[config.mk]
export PLATFORM = sky130hd
export DESIGN_NAME = scan_chain_loader
export DESIGN_NICKNAME = d
export VERILOG_FILES = /design/src/rtl/scan_chain_loader.sv
export SDC_FILE = /design/constraint.sdc
export NUM_CORES = 1
export LEC_CHECK = 0
export ABC_AREA = 1
export CAP_MARGIN = 20
export CORE_ASPECT_RATIO = 0.6
export CORE_MARGIN = 4
export CORE_UTILIZATION = 59
export CTS_BUF_LIST = sky130_fd_sc_hd__clkbuf_8
export CTS_CLUSTER_DIAMETER = 60
export DETAILED_ROUTE_END_ITERATION = 12
export PLACE_DENSITY = 0.87
export REMOVE_ABC_BUFFERS = 1
export SYNTH_ARGS = -nofsm -noshare
export SYNTH_HDL_FRONTEND = slang
export SYNTH_SLANG_ARGS = --single-unit
[constraint.sdc]
create_clock -name clk -period 2.25 [get_ports clk]
set_input_delay 0.225 -clock clk [delete_from_list [all_inputs] [get_ports clk]]
set_output_delay 0.225 -clock clk [all_outputs]
set_load 0.02 [all_outputs]
[src/rtl/scan_chain_loader.sv]
// -----------------------------------------------------------------------------
// scan_chain_loader
//
// Initiator end of the memory bank's serial scan chain. A program image
// arrives as bytes over a valid/ready port and is shifted MSB first into the
// chain through scan_in. On the same clock edges, the bits falling out of
// scan_out are collected and returned as readback bytes. Those bytes are
// assembled MSB first, so the first bit out lands in rd_data[7]. This one
// pass therefore serves both for program load and for state dump.
//
// Each byte costs one handshake cycle plus eight shift cycles. scan_enable
// is low between bytes, and stays low for as long as the host stalls, so
// the chain holds its contents while waiting.
//
// Ports:
//   clk          system clock
//   rst          synchronous, active-high reset
//   start        one-cycle request to begin a full-chain pass (IDLE only)
//   abort        terminate the pass and return to IDLE
//   byte_in      next image byte
//   byte_valid   byte_in is valid
//   byte_ready   loader accepts byte_in this cycle
//   rd_data      captured readback byte
//   rd_valid     one-cycle strobe qualifying rd_data (no backpressure)
//   scan_enable  to memory bank scan_enable
//   scan_in      to memory bank scan_in
//   scan_out     from memory bank scan_out
//   busy         high while a pass is in progress
//   done         one-cycle pulse after CHAIN_LEN bits have shifted
// -----------------------------------------------------------------------------
module scan_chain_loader #(
  parameter int CHAIN_LEN = 256,
  parameter int CNT_W     = $clog2(CHAIN_LEN + 1)
) (
  input  logic       clk,
  input  logic       rst,
  input  logic       start,
  input  logic       abort,
  input  logic [7:0] byte_in,
  input  logic       byte_valid,
  output logic       byte_ready,
  output logic [7:0] rd_data,
  output logic       rd_valid,
  output logic       scan_enable,
  output logic       scan_in,
  input  logic       scan_out,
  output logic       busy,
  output logic       done
);

  typedef enum logic [1:0] {
    IDLE,
    WAIT_BYTE,
    SHIFT,
    DONE
  } state_t;

  // Value of the total counter on the edge that shifts the final chain bit.
  // It is compared before the increment.
  localparam logic [CNT_W-1:0] LAST_BIT = CNT_W'(CHAIN_LEN - 1);

  state_t           state;
  logic [7:0]       tx;
  logic [7:0]       rx;
  logic [2:0]       bit_cnt;
  logic [CNT_W-1:0] total_cnt;

  // These outputs are decoded purely from registered state, so they change
  // only on clock edges.
  assign scan_enable = (state == SHIFT);
  assign scan_in     = (state == SHIFT) ? tx[7] : 1'b0;
  assign byte_ready  = (state == WAIT_BYTE);
  assign busy        = (state != IDLE);

  // Main sequencer. rd_valid and done default low every cycle, which makes
  // them single-cycle strobes. abort takes priority over every state
  // transition and suppresses the strobes for a byte that did not complete.
  always_ff @(posedge clk) begin
    if (rst) begin
      state     <= IDLE;
      tx        <= 8'h00;
      rx        <= 8'h00;
      bit_cnt   <= 3'd0;
      total_cnt <= '0;
      rd_data   <= 8'h00;
      rd_valid  <= 1'b0;
      done      <= 1'b0;
    end else begin
      rd_valid <= 1'b0;
      done     <= 1'b0;
      if (abort) begin
        state     <= IDLE;
        bit_cnt   <= 3'd0;
        total_cnt <= '0;
      end else begin
        case (state)
          IDLE: begin
            if (start) begin
              state     <= WAIT_BYTE;
              total_cnt <= '0;
            end
          end

          WAIT_BYTE: begin
            if (byte_valid) begin
              tx      <= byte_in;
              bit_cnt <= 3'd0;
              state   <= SHIFT;
            end
          end

          SHIFT: begin
            // scan_out is sampled on the same edge on which the chain
            // advances, so rx sees the bit that was presented before the
            // shift.
            tx        <= {tx[6:0], 1'b0};
            rx        <= {rx[6:0], scan_out};
            bit_cnt   <= bit_cnt + 3'd1;
            total_cnt <= total_cnt + CNT_W'(1);
            if (bit_cnt == 3'd7) begin
              rd_data  <= {rx[6:0], scan_out};
              rd_valid <= 1'b1;
              if (total_cnt == LAST_BIT) begin
                // On the final byte, the readback strobe and done are
                // asserted in the same cycle.
                state <= DONE;
                done  <= 1'b1;
              end else begin
                state <= WAIT_BYTE;
              end
            end
          end

          DONE: begin
            state <= IDLE;
          end

          default: begin
            state <= IDLE;
          end
        endcase
      end
    end
  end

endmodule

==> metrics <==
outcome complete, no violations; Worst Skew 0.00658 ns; min setup slack post-route around 0.34 ns; Layout Nets 288; GP Congestion 0.769; Setup CP Type reg2out; setup bufs post-CTS 0; CTS tree built; Ant. Diodes 0; FF+latch count, synth 39; Synth Area in XOR/XNOR 0; element type at the critical path start flop; Worst Hold Class reg2reg; Post-synth EDFFs 0; initial core utilization 0.646; DIE AREA 0.00383 mm²; DRT iter0 DRCs 95; Pre-antenna DRT Iters 4; main combinational cell family by area after synthesis simple AND/OR/NAND/NOR gates; Synth Area in Compound Gates 0.139; RSZ-0062 raised after global routing no; Clock Tree Buf Depth 2; WP data required 2.03 ns; Mean Syn Cell Area 7.13 µm²; CTS Buf Count 5; relative slew slack 0.768; multiplexer area fraction after synthesis 0; hpwl dp between 2000 and 3000 µm; Synth warnings 0; Worst-Margin Slew 0.347 ns; Syn Inst Count roughly 240; Max H-tree Level 2; Synth area leader dfxtp_1; max-slew violations 0; Clock Sinks 39; setup slack at placement approximately 0.55 ns; residual DRC count 0; first-pass GRT wire length ~6500 µm; Distinct cells, synth 26; Via density just over 5; vias in the first global route between 1k and 1.5k; area growth from synthesis to layout 24.6%; CTS clk-pin slew, worst paths 0.08 ns; most common cell in the netlist nand2_1; Setup TNS Final 0 ns; fmax around 0.52 GHz; cell row count 14; antenna violations before repair 0; chip height 49.6 µm; antenna-violating nets left 0; register area share after synthesis 0.460; total number of vias between 1.5k and 2k; Worst Path Max Fanout 18; Post-synth top cells 53 x nand2_1, 43 x nor2_1, 39 x dfxtp_1; Worst VDD drop roughly 0.53 mV; Clk Latency, worst-skew pair around 0.3 ns; Placeable Area 0.00263 mm²; Worst Path Arrival 1.68 ns; Max Cap Viol 0; post-CTS sizing 0; GRT Util Overall 0.211; final period utilization 0.848; Finished Layout Cells 303; largest net degree at the start of global routing 22; Post-Synth Adder-Cell Area 0.0295; Synth Flop Type dfxtp_1; final WL between 3000 and 4000 µm; gr ovfl total 0; hold-fix buffers at CTS 0; Setup-failing EPs final 0; layout cells sized above 1 0.0886; WL/cell 12.5 µm; I/O Buffers 27; fraction of the mapped netlist area in simple logic gates 0.298; PD cells 655 mW/mm²; final hold violations 0; post-synth top area share 0.460; placed cell count 295; mapped cell area 0.00170 mm²; Chip Width 77.3 µm; Pleak 0.875 nW; I/O pin count 28; share of synthesized flip-flops with an asynchronous set or reset 0; CP endpoint kind output pin; main area contributors after synthesis dfxtp_1 46%, nand2_1 12%, nor2_1 9.5%; Root Buffer clkbuf_8; post-layout min period 1.91 ns
-- where the power goes --
part	internal (W)	switching [W]	total, W
Clock	0.000330	0.000259	0.000589
Sequential	0.000696	0.00000389	0.000700
Combinational	0.0000431	0.0000535	0.0000965
Total	0.00107	0.000316	0.00139
-- final timing paths --
kind	slack, ns	end	depth (start not counted)	start
setup / recovery	0.34	scan_in	4	state[0]$_SDFFE_PP0P_
hold reg to reg	0.46	rx[6]$_SDFFE_PP0P_	2	rx[5]$_SDFFE_PP0P_
hold / removal	0.46	rx[6]$_SDFFE_PP0P_	2	rx[5]$_SDFFE_PP0P_
setup reg to reg	0.60	total_cnt[8]$_SDFFE_PP0P_	7	total_cnt[0]$_SDFFE_PP0P_
-- layout make-up --
type                            count  area, µm²
Clock buffer                        5       68.8
Clock inverter                      3       43.8
Fill cell                         199        512
Inverter                           26       97.6
Multi-Input combinational cell    168        792
Sequential cell                    39        781
Tap cell                           32       40.0
Timing Repair Buffer               30        293
-- metal layers --
metal	global-route usage	wire length (µm)	up-vias
met1	0.282	1840	683
met5	0	0	-
met3	0.0691	250	10
met2	0.311	1620	53
li1	-	-	820
met4	0.0947	65	0
-- flip-flops by register name, summed over array words and instances (netlist names) --
register	count
tx	8
done	1
rd_data	8
total_cnt	9
rx	7
rd_valid	1
bit_cnt	3
state	2
-- worst max-delay path, cell delays in order, from the launching register on --
cell and delay (ns):
dfxtp_1 0.35, inv_2 0.15, nand2_4 0.16, nor2_1 0.12, clkdlybuf4s50_1 0.61
-- logic make-up (layout without fill, tap and decap cells) --
kind of cell / count (synthesis) / count (layout)
buffers and inverters: 31 / 64
flip-flops: 39 / 39
AO/OA/AOI/OAI: 45 / 45
AND/OR/NAND/NOR: 119 / 119
adder cells (fa/ha/maj): 4 / 4
-- metrics by stage --
step	instance area [µm²]	hold slack (ns)	power, W	util
6_report	2120	0.462	0.00139	0.805
5_1_grt	2120	0.485	0.00144	0.805
4_1_cts	2120	0.462	0.00139	0.805
3_5_place_dp	2000	0.454	0.000810	0.762
3_3_place_gp	2000	0.449	0.000808	0.762
2_1_floorplan	1670	0.294	0.000764	-
-- cell usage in the layout (no fill, tap or decap), drive strengths merged --
cell type,n
dfxtp,39
buf,3
clkdlybuf4s50,27
a21oi,18
o21a,1
o21ai,24
nor3,1
clkbuf,5
nand3,11
clkinv,2
nor2,45
nand4,1
nand2,58
or2,1
ha,4
bufinv,1
a31oi,2
and3,1
nand3b,1
inv,26
No activity file was read; power rests on OpenSTA's default activity.
